--- src/rtl/score_pkg.sv ---
// Shared types and helpers for the BCD score counter: FSM states, digit width,
// and the ADD_AMT clamp applied when an event is latched.
package score_pkg;
  localparam int unsigned DIGIT_W = 4;
  localparam logic [DIGIT_W-1:0] BCD_NINE = 4'd9;

  typedef enum logic [1:0] {IDLE, ADD, DONE} state_t;

  function automatic logic [DIGIT_W-1:0] clamp_amt(input logic [DIGIT_W-1:0] amt);
    return (amt > BCD_NINE) ? BCD_NINE : amt;
  endfunction
endpackage

--- src/rtl/bcd_digit_adder.sv ---
// Single BCD digit adder: digit + addend (each 0..9), decimal-adjusted result and carry.
module bcd_digit_adder
  import score_pkg::*;
(
  input  logic [DIGIT_W-1:0] digit,
  input  logic [DIGIT_W-1:0] addend,
  output logic [DIGIT_W-1:0] digit_out,
  output logic               carry_out
);
  logic [DIGIT_W:0] sum;
  logic [DIGIT_W:0] sum_adj;

  always_comb begin
    sum       = {1'b0, digit} + {1'b0, addend};
    sum_adj   = sum - 5'd10;
    carry_out = (sum >= 5'd10);
    digit_out = carry_out ? sum_adj[DIGIT_W-1:0] : sum[DIGIT_W-1:0];
  end
endmodule

--- src/rtl/score_bcd_counter.sv ---
// Digit-serial BCD score accumulator, one digit rippled per cycle, 1-deep event pending slot.
// Optional high-score register enabled by defining SCORE_HIGH_EN.
module score_bcd_counter
  import score_pkg::*;
#(
  parameter int unsigned DIGITS   = 4,
  parameter bit          SATURATE = 1'b1
) (
  input  logic                   CLK,
  input  logic                   RESET_N,
  input  logic                   CLEAR,
  input  logic                   HIT,
  input  logic [3:0]             ADD_AMT,
  output logic [4*DIGITS-1:0]    SCORE_BCD,
  output logic                   BUSY,
  output logic                   UPDATED,
  output logic                   OVERFLOW,
  output logic                   DROP,
  output logic [4*DIGITS-1:0]    HI_BCD
);
  localparam int unsigned K_W = $clog2(DIGITS);

  state_t                     state, state_d;
  logic                       hit_q;
  logic                       pending;
  logic [DIGIT_W-1:0]         amt;
  logic [K_W-1:0]             k;
  logic [DIGIT_W*DIGITS-1:0]  score;
  logic                       overflow;
  logic                       drop;

  logic                       event_hit;
  logic                       busy;
  logic                       start;
  logic                       last_digit;
  logic [DIGIT_W-1:0]         cur_digit;
  logic [DIGIT_W-1:0]         addend;
  logic [DIGIT_W-1:0]         add_digit;
  logic                       add_carry;

  assign event_hit = HIT & ~hit_q;
  assign busy      = (state != IDLE);

  // Digits above 0 are only visited while a carry is live, so their addend is always 1.
  always_comb begin
    cur_digit  = score[DIGIT_W*k +: DIGIT_W];
    addend     = (k == '0) ? amt : DIGIT_W'(1);
    last_digit = (k == K_W'(DIGITS-1));
  end

  bcd_digit_adder u_adder (
    .digit     (cur_digit),
    .addend    (addend),
    .digit_out (add_digit),
    .carry_out (add_carry)
  );

  always_comb begin
    state_d = state;
    start   = 1'b0;
    unique case (state)
      IDLE: if (event_hit || pending) begin
        state_d = ADD;
        start   = 1'b1;
      end
      ADD: if (!add_carry || last_digit) state_d = DONE;
      DONE: begin
        if (pending) begin
          state_d = ADD;
          start   = 1'b1;
        end else begin
          state_d = IDLE;
        end
      end
      default: state_d = IDLE;
    endcase
    if (CLEAR) begin
      state_d = IDLE;
      start   = 1'b0;
    end
  end

  always_ff @(posedge CLK or negedge RESET_N) begin
    if (!RESET_N) begin
      state    <= IDLE;
      hit_q    <= 1'b0;
      pending  <= 1'b0;
      amt      <= '0;
      k        <= '0;
      score    <= '0;
      overflow <= 1'b0;
      drop     <= 1'b0;
    end else begin
      state <= state_d;
      hit_q <= HIT;
      drop  <= 1'b0;
      if (CLEAR) begin
        score    <= '0;
        overflow <= 1'b0;
        pending  <= 1'b0;
        k        <= '0;
      end else begin
        if (start) begin
          amt <= clamp_amt(ADD_AMT);
          k   <= '0;
        end
        // In DONE the pending slot is freed by this cycle's start, so a new event can refill it.
        if (event_hit && busy) begin
          if (pending && !start) drop <= 1'b1;
          else                   pending <= 1'b1;
        end else if (start) begin
          pending <= 1'b0;
        end
        if (state == ADD) begin
          score[DIGIT_W*k +: DIGIT_W] <= add_digit;
          if (add_carry && last_digit) begin
            overflow <= 1'b1;
            if (SATURATE) score <= {DIGITS{BCD_NINE}};
          end else if (add_carry) begin
            k <= k + 1'b1;
          end
        end
      end
    end
  end

  assign SCORE_BCD = score;
  assign BUSY      = busy;
  assign UPDATED   = (state == DONE);
  assign OVERFLOW  = overflow;
  assign DROP      = drop;

`ifdef SCORE_HIGH_EN
  logic [DIGIT_W*DIGITS-1:0] hi_q;

  always_ff @(posedge CLK or negedge RESET_N) begin
    if (!RESET_N)                                   hi_q <= '0;
    else if (!CLEAR && state == DONE && score > hi_q) hi_q <= score;
  end

  assign HI_BCD = hi_q;
`else
  assign HI_BCD = '0;
`endif
endmodule
--- config.mk ---
export PLATFORM = sky130hd
export DESIGN_NAME = score_bcd_counter
export DESIGN_NICKNAME = d
export VERILOG_FILES = /design/src/rtl/score_pkg.sv /design/src/rtl/bcd_digit_adder.sv /design/src/rtl/score_bcd_counter.sv
export SDC_FILE = /design/constraint.sdc
export NUM_CORES = 1
export LEC_CHECK = 0
export CORE_ASPECT_RATIO = 0.5
export CORE_MARGIN = 5
export CORE_UTILIZATION = 54
export CTS_CLUSTER_DIAMETER = 100
export DETAILED_ROUTE_END_ITERATION = 12
export HOLD_SLACK_MARGIN = 0.02
export PLACE_DENSITY_LB_ADDON = 0.3
export SYNTH_ARGS = -nofsm -noshare
export SYNTH_HDL_FRONTEND = slang
export SYNTH_HIERARCHICAL = 1
export SYNTH_SLANG_ARGS = --single-unit
export TNS_END_PERCENT = 20
--- constraint.sdc ---
create_clock -name CLK -period 6.84 [get_ports CLK]
set_clock_uncertainty 0.2 [all_clocks]
set_input_delay 1.368 -clock CLK [delete_from_list [all_inputs] [get_ports CLK]]
set_output_delay 1.368 -clock CLK [all_outputs]
set_load 0.02 [all_outputs]
==> flow_metrics.tcl, run 1 <==
set metrics [dict create \
    min_period_ps 4320 \
    dp_slack_ps 2580 \
    synth.avg_cell_area_sq_um 11.0 \
    cp-start-kind "flip-flop" \
    fin_nets 221 \
    hold_class "reg2reg" \
    vias_per_cell 5.64 \
    ir_worst_vdd_v 0.000103 \
    cp-startpoint "k[0]" \
    status "finished, final reports clean" \
    synth_area_sq_um 1970 \
    synthCells 179 \
    grt_pass1_wl_um 7220 \
    end_kind "flip-flop" \
    wl_met2_um 2010 \
    post_cts_resized 0 \
    rsz0062_at_grt "false" \
    whs_ps 291 \
    antenna_cells 0 \
    routed.top_layer "met4" \
    setup_tns_ps 0 \
    cts_max_level 1 \
    core_area_sq_um 3470 \
    initial_core_util 0.566 \
    hold_buffers 0 \
    fmax_ghz 0.232 \
    fin_crit_sh 0.631 \
    synthToLayoutAreaGrowth_pct 14.3 \
    cap_violations 0 \
    synth_edf_count 0 \
    met3_length_um 383 \
    gp_congestion 0.873 \
    die_y_um 52.7 \
    finalSetupViolCount 0 \
    grt_usage 0.191 \
    synthDistinctLibCells 49 \
    ys.flop_type "dfrtp_1" \
    wire_per_inst_um 17.4 \
    endpoint "SCORE_BCD[2]" \
    cts_max_path_buffers 2 \
    grt_max_degree 29 \
    drtIter0Drc 99 \
    grt.overflow.total 0 \
    ant_nets 0 \
    fill_cells 270 \
    layout_common_cells "28 x dfrtp_1, 27 x clkdlybuf4s50_1, 18 x a21oi_1" \
    p_switching_uw 240 \
    swShare 0.389 \
    numPortBuffers 27 \
    mostFrequentLayoutCell "dfrtp_1" \
    reg2reg_to "SCORE_BCD[2]" \
    setup_ws_ps 2520 \
    r2r-start "k[0]" \
    std_cell_rows 15 \
    layout-drive-gt1-share 0.124 \
    clkTransAtPathRegs_ps 100 \
    drc 0 \
    drt-total-wl_um 4410 \
    cts_buffers 3 \
    max_slew_margin 0.413 \
    clock-sinks 28 \
    drt_first_pass_iters 4 \
    report.final.hold_viol_count 0 \
    grt_pass1_vias 1424 \
    dp_hpwl_um 3380 \
    synth.ff_latch_count 28 \
    via_count 1428 \
    cts_setup_buffers 0 \
    async_reset_ff_frac 1.00 \
    seqPwrFrac 0.314 \
    power_frac_comb 0.474 \
    clkPwrFrac 0.212 \
    antenna_found_initial 0 \
    seq_area_frac_synth 0.356 \
    cell_internal_pwr_uw 377 \
    crit_required_ps 6800 \
    power.density_nw_per_um2 274 \
    arrival_ps 4280 \
    cts_tree "done" \
    cts_root_buf "clkbuf_8" \
    p_leak_nw 0.975 \
    clk-insertion-delay-late_ps 270 \
    die-area_sq_um 5020 \
    reg2reg_depth 11 \
    die_w_um 95.3 \
    yosysWarnings 6 \
    ff2ff_setup_slack_ps 2520 \
    criticalPathCategory "reg2reg" \
    drv_slew 0 \
    drt-met1-wl_um 1940 \
    crit_fanout 13 \
    worst_slew_pin_slew_ps 877 \
    num_io_pins 44 \
]
## metrics by stage
step	instances	cell area (sq um)	util	power [mW]
after floorplan	194	2020	-	0.420
after global placement	249	2180	0.627	0.468
after detailed placement	249	2180	0.627	0.480
after CTS	253	2250	0.647	0.614
after global routing	253	2250	0.647	0.654
final	253	2250	0.647	0.616
## critical path, cell delays in order (launching register included)
cell and delay (ps):
dfrtp_1 640, mux4_2 570, ha_1 220, fa_1 400, xnor2_1 280, ha_1 310
a21oi_1 110, o32ai_2 330, inv_1 300, a21o_1 290, a21oi_4 220, mux2_4 330
## per-layer routing
layer	global-route usage	vias to the layer above
met3	0.0631	12
met1	0.250	677
met2	0.304	61
li1	-	678
met4	0.0502	0
met5	0	-
## cell families (layout without fill, tap and decap cells)
group | Yosys count | in the layout | share of synthesized area
AO/OA/AOI/OAI | 49 | 49 | 0.185
adder cells (fa/ha/maj) | 10 | 10 | 0.0675
AND/OR/NAND/NOR | 47 | 47 | 0.171
multiplexers | 13 | 13 | 0.104
XOR/XNOR | 2 | 2 | 0.00891
buffers and inverters | 29 | 37 | 0.105
other | 1 | 16 | 0.00191
flip-flops | 28 | 28 | 0.356
## worst min path at each step
stage                from    to  cells past startpoint
finish              hit_q  DROP                      1
CTS                 hit_q  DROP                      1
global placement    hit_q  DROP                      1
global route        hit_q  DROP                      1
detailed placement  hit_q  DROP                      1
floorplan           hit_q  DROP                      1
## flip-flops by register name, indices dropped and copies added (netlist names)
name,flops
amt,4
state,2
pending,1
OVERFLOW,1
SCORE_BCD,16
k,2
hit_q,1
DROP,1
## final cells by class
| type | count | area [sq um] | share of cell area |
|---|---|---|---|
| inverters | 5 | 18.8 | 0.00835 |
| clock buffers | 3 | 41.3 | 0.0184 |
| flip-flops and latches | 28 | 701 | 0.312 |
| multi-input cells | 137 | 1110 | 0.496 |
| clock inverters | 1 | 30.0 | 0.0134 |
| repair buffers | 28 | 278 | 0.124 |
| well taps | 51 | 63.8 | 0.0284 |
## Yosys cell counts, types with 5 or more instances
cell / n / area [sq um]
a21oi_1: 18 / 90.1
and2_1: 5 / 31.3
buf_4: 17 / 128
dfrtp_1: 28 / 701
ha_1: 9 / 113
inv_1: 5 / 18.8
nand2_1: 5 / 18.8
nand3b_1: 6 / 45.0
o2bb2ai_1: 6 / 52.6
## power groups by stage
stage	sequential, mW	combinational (mW)	clock [mW]
finish	0.194	0.292	0.131
global route	0.196	0.315	0.142
CTS	0.194	0.286	0.135
detailed placement	0.197	0.283	0
global placement	0.196	0.272	0
floorplan	0.197	0.223	0
Note: power is estimated with default switching activity, not from simulation.
==> inputs of run 2 (changes only) <==
CORE_UTILIZATION = 46   (was 54)
clock period = 3.9 ns   (was 6.84 ns; I/O delays follow)
==> flow_metrics.tcl, run 2 (synthesis results as in run 1) <==
set metrics [dict create \
    status "finished, final reports clean" \
    largest_reg_flops 16 \
    clkTransAtPathRegs_ps 100 \
    die-area_sq_um 5760 \
    wire_per_inst_um 17.4 \
    layout_common_cells "27 x dfrtp_1, 27 x clkdlybuf4s50_1, 18 x a21oi_1" \
    grt.overflow.total 0 \
    std_cell_rows 16 \
    core_area_sq_um 4000 \
    grt_pass1_wl_um 7560 \
    dp_slack_ps -71.8 \
    utilization 0.588 \
    report.final.hold_viol_count 0 \
    fin_nets 230 \
    fin_total_pwr_mw 1.21 \
    ir_worst_vdd_v 0.000193 \
    power_frac_comb 0.528 \
    seqPwrFrac 0.279 \
    swShare 0.377 \
    max_slew_margin 0.532 \
    num_io_pins 44 \
    cts_tree "done" \
    setup_ws_ps 156 \
    hold_buffers 0 \
    fill_cells 351 \
    end_kind "flip-flop" \
    initial_core_util 0.491 \
    drt-total-wl_um 4620 \
    min_period_ps 3740 \
    ant_nets 0 \
    synthToLayoutAreaGrowth_pct 19.8 \
    cts_max_path_buffers 2 \
    cts_root_buf "clkbuf_8" \
    antenna_cells 0 \
    grt_pass1_vias 1455 \
    power.density_nw_per_um2 515 \
    grt_max_degree 29 \
    clock-sinks 28 \
    p_leak_nw 1.02 \
    criticalPathCategory "reg2reg" \
    antenna_found_initial 0 \
    arrival_ps 3740 \
    layout-drive-gt1-share 0.185 \
    vias_per_cell 5.60 \
    drv_slew 0 \
    cell_internal_pwr_uw 755 \
    die_y_um 56.2 \
    clk-insertion-delay-late_ps 280 \
    gp_congestion 0.940 \
    grt_usage 0.169 \
    cts_buffers 3 \
    numPortBuffers 27 \
    postLayoutCellArea_sq_um 2350 \
    fin_crit_sh 0.960 \
    die_w_um 102 \
    via_count 1485 \
    setup_tns_ps 0 \
    drtIter0Drc 102 \
    crit_fanout 10 \
    crit_required_ps 3900 \
    dpl-instance-area_sq_um 2240 \
    drc 0 \
    finalSetupViolCount 0 \
    p_switching_uw 457 \
    cap_violations 0 \
    clkPwrFrac 0.193 \
    cts_max_level 1 \
    hold_class "reg2reg" \
    dp_hpwl_um 3570 \
    cp-start-kind "flip-flop" \
    fmax_ghz 0.267 \
    worst_slew_pin_slew_ps 701 \
    drt_first_pass_iters 4 \
]
-- run 2: per-stage QoR --
| stage | std cells | hold WS (ps) |
|---|---|---|
| finish | 265 | 290 |
| global route | 265 | 319 |
| CTS | 264 | 289 |
| detailed placement | 260 | 276 |
| global placement | 260 | 257 |
| floorplan | 194 | 245 |
-- run 2: cell type report --
type                    instances  area (sq um)  area share
clock buffers                   3          41.3      0.0175
inverters                       5          18.8     0.00797
well taps                      54          67.6      0.0287
flip-flops and latches         28           702       0.298
repair buffers                 37           345       0.147
multi-input cells             137          1150       0.488
clock inverters                 1          30.0      0.0128
-- run 2: what timing repair did --
item | CTS | global route
endpoints found under the setup margin | 3 | 5
pin swaps | 0 | 1
gates resized for setup | 4 | 3
buffers inserted | 0 | 1
-- run 2: power by group through the flow --
stage / Clock [mW] / Sequential [mW] / Combinational, mW
floorplan: 0 / 0.345 / 0.392
global placement: 0 / 0.342 / 0.547
detailed placement: 0 / 0.344 / 0.558
CTS: 0.235 / 0.339 / 0.585
global route: 0.248 / 0.343 / 0.687
finish: 0.233 / 0.338 / 0.640
-- run 2: final timing paths --
check / start / endpoint / slack [ps] / depth (start not counted)
worst max-delay path: k[0] / SCORE_BCD[10] / 160 / 12
worst min-delay path: hit_q / DROP / 290 / 1
worst max register to register: k[0] / SCORE_BCD[10] / 160 / 12
worst min register to register: hit_q / DROP / 290 / 1
max in group asynchronous: RESET_N / k[0] / 2540 / 2
min in group asynchronous: RESET_N / DROP / 670 / 2
-- run 2: worst max-delay path: stages (launching register included) --
cell      delay (ps)
dfrtp_2          480
mux4_2           520
ha_1             220
fa_1             450
xnor2_2          210
ha_2             260
a21oi_1           80
o32ai_2          240
buf_4            190
mux2i_4          280
a21boi_0         220
nand4_1          120
a21oi_1          200
-- run 2: routing by layer --
layer	vias up	share of wire	track usage	wire (um)
met3	8	0.088	0.0513	407
met1	720	0.44	0.235	2020
met5	-	0	0	0
li1	692	-	-	-
met4	0	0.012	0.0393	54
met2	65	0.46	0.256	2130
==> inputs of run 3 (changes only) <==
--- a/config.mk
+++ b/config.mk
@@ -12,4 +12,3 @@
 export DETAILED_ROUTE_END_ITERATION = 12
-export HOLD_SLACK_MARGIN = 0.02
-export PLACE_DENSITY_LB_ADDON = 0.3
+export PLACE_DENSITY = 0.83
 export SYNTH_ARGS = -nofsm -noshare
--- a/constraint.sdc
+++ b/constraint.sdc
@@ -4,2 +4,2 @@
 set_output_delay 0.78 -clock CLK [all_outputs]
-set_load 0.02 [all_outputs]
+set_load 0.01 [all_outputs]
==> flow_metrics.tcl, run 3 (synthesis results as in run 1) <==
set metrics [dict create \
    status "finished, final reports clean" \
    die_w_um 102 \
    p_leak_nw 1.00 \
    clock-sinks 28 \
    cp-start-kind "flip-flop" \
    min_period_ps 3750 \
    holdPathEnd "DROP" \
    die-area_sq_um 5760 \
    clkTransAtPathRegs_ps 100 \
    fin_crit_sh 0.961 \
    cts_max_path_buffers 2 \
    clk-insertion-delay-late_ps 280 \
    crit_required_ps 3870 \
    numPortBuffers 27 \
    drc 0 \
    grt_max_degree 23 \
    whs_path_depth 1 \
    cts_max_level 1 \
    layout_common_cells "27 x dfrtp_1, 27 x clkdlybuf4s50_1, 18 x a21oi_1" \
    criticalPathCategory "reg2reg" \
    drt_first_pass_iters 4 \
    dp.cells 257 \
    grt.overflow.total 0 \
    antenna_cells 0 \
    drtIter0Drc 129 \
    std_cell_rows 16 \
    dp_hpwl_um 3370 \
    antenna_found_initial 0 \
    cp_slowest_cell "mux4_2" \
    synthToLayoutAreaGrowth_pct 18.7 \
    cp_top_family "adder cells" \
    end_kind "flip-flop" \
    final_cells 262 \
    crit_path_max_incr_delay_ps 520 \
    crit_chain "mux4_2 > ha_1 > fa_1 > xnor2_2 > ha_2 > a21oi_1 > o32ai_2 > inv_1 > a21o_1 > a21oi_4 > mux2_4" \
    crit_fanout 6 \
    wire_per_inst_um 17.5 \
    clkPwrFrac 0.200 \
    ff2ff_setup_slack_ps 150 \
    largest_reg_flops 16 \
    rsz0062_at_grt "true" \
    report.final.hold_viol_count 0 \
    fmax_ghz 0.267 \
    ir_worst_vdd_v 0.000192 \
    max_slew_margin 0.414 \
    r2r-start "k[0]" \
    arrival_ps 3710 \
    fill_cells 323 \
    worstHoldStart "hit_q" \
    cts_buffers 3 \
    vias_per_cell 5.73 \
    num_io_pins 44 \
    seqPwrFrac 0.289 \
    via_count 1502 \
    p_switching_uw 435 \
    worst_slew_pin_slew_ps 876 \
    ant_nets 0 \
    reg2reg_depth 11 \
    finalSetupViolCount 0 \
    layout-drive-gt1-share 0.183 \
    grt_pass1_wl_um 7520 \
    fin_nets 227 \
    hold_class "reg2reg" \
    setup_ws_ps 153 \
    grt_usage 0.165 \
    core_area_sq_um 4000 \
    dp_slack_ps -14.4 \
    cts_root_buf "clkbuf_8" \
    die_y_um 56.2 \
    cell_internal_pwr_uw 734 \
    power.density_nw_per_um2 501 \
    drt-total-wl_um 4580 \
    initial_core_util 0.491 \
    power_frac_comb 0.511 \
    grt_pass1_vias 1538 \
    cts_tree "done" \
    cap_violations 0 \
    drv_slew 0 \
    reg2reg_to "SCORE_BCD[6]" \
    swShare 0.372 \
    gp_congestion 0.870 \
    critPathBufInv 1 \
    whs_ps 291 \
]
==> run 3: changes by cell type in the layout (fill, tap and decap cells not counted), sizes merged <==
cell / before / now
buf: 10 / 7
==> run 3: worst max-delay path by stage <==
stage                     start       endpoint  depth (start not counted)
after floorplan            k[0]   SCORE_BCD[5]                         13
after global placement     k[0]  SCORE_BCD[10]                         12
after detailed placement   k[0]  SCORE_BCD[10]                         12
after CTS                  k[1]  SCORE_BCD[10]                         14
after global routing       k[0]   SCORE_BCD[2]                         11
final                      k[0]   SCORE_BCD[6]                         11
==> run 3: layout make-up <==
cell class	instances	area, sq um	share of cell area
timing repair buffer	34	323	0.138
multi-input combinational	137	1150	0.493
clock buffer	3	41.3	0.0177
tap	54	67.6	0.0290
sequential	28	702	0.301
clock inverter	1	30.0	0.0129
inverter	5	18.8	0.00805
==> run 3: metal layers <==
metal	up-vias	GRT usage	routed length, um
met5	-	0	0
met4	0	0.0411	46
met3	6	0.0451	333
met2	66	0.264	2210
met1	743	0.221	1990
li1	687	-	-
==> run 3: power groups by stage <==
| stage | registers (mW) | clock network [mW] | logic (mW) |
|---|---|---|---|
| 4_1_cts | 0.338 | 0.237 | 0.539 |
| 3_5_place_dp | 0.343 | 0 | 0.526 |
| 6_report | 0.338 | 0.233 | 0.598 |
| 2_1_floorplan | 0.338 | 0 | 0.383 |
| 5_1_grt | 0.343 | 0.246 | 0.649 |
| 3_3_place_gp | 0.342 | 0 | 0.513 |
==> run 3: stage by stage <==
step	setup TNS [ps]	utilization	power, mW	cell area (sq um)
after global placement	0	0.554	0.855	2220
final	0	0.583	1.17	2330
after global routing	-238	0.583	1.24	2330
after detailed placement	-14.4	0.554	0.870	2220
after CTS	0	0.572	1.11	2290
after floorplan	0	-	0.721	2020
==> run 3: what timing repair did <==
action | 4_1_cts | 5_1_grt
hold endpoints to repair | 0 | 0
setup buffers | 0 | 1
resized for setup | 2 | 7
pin swaps | 0 | 1
setup endpoints to repair | 1 | 18
hold buffers | 0 | 0
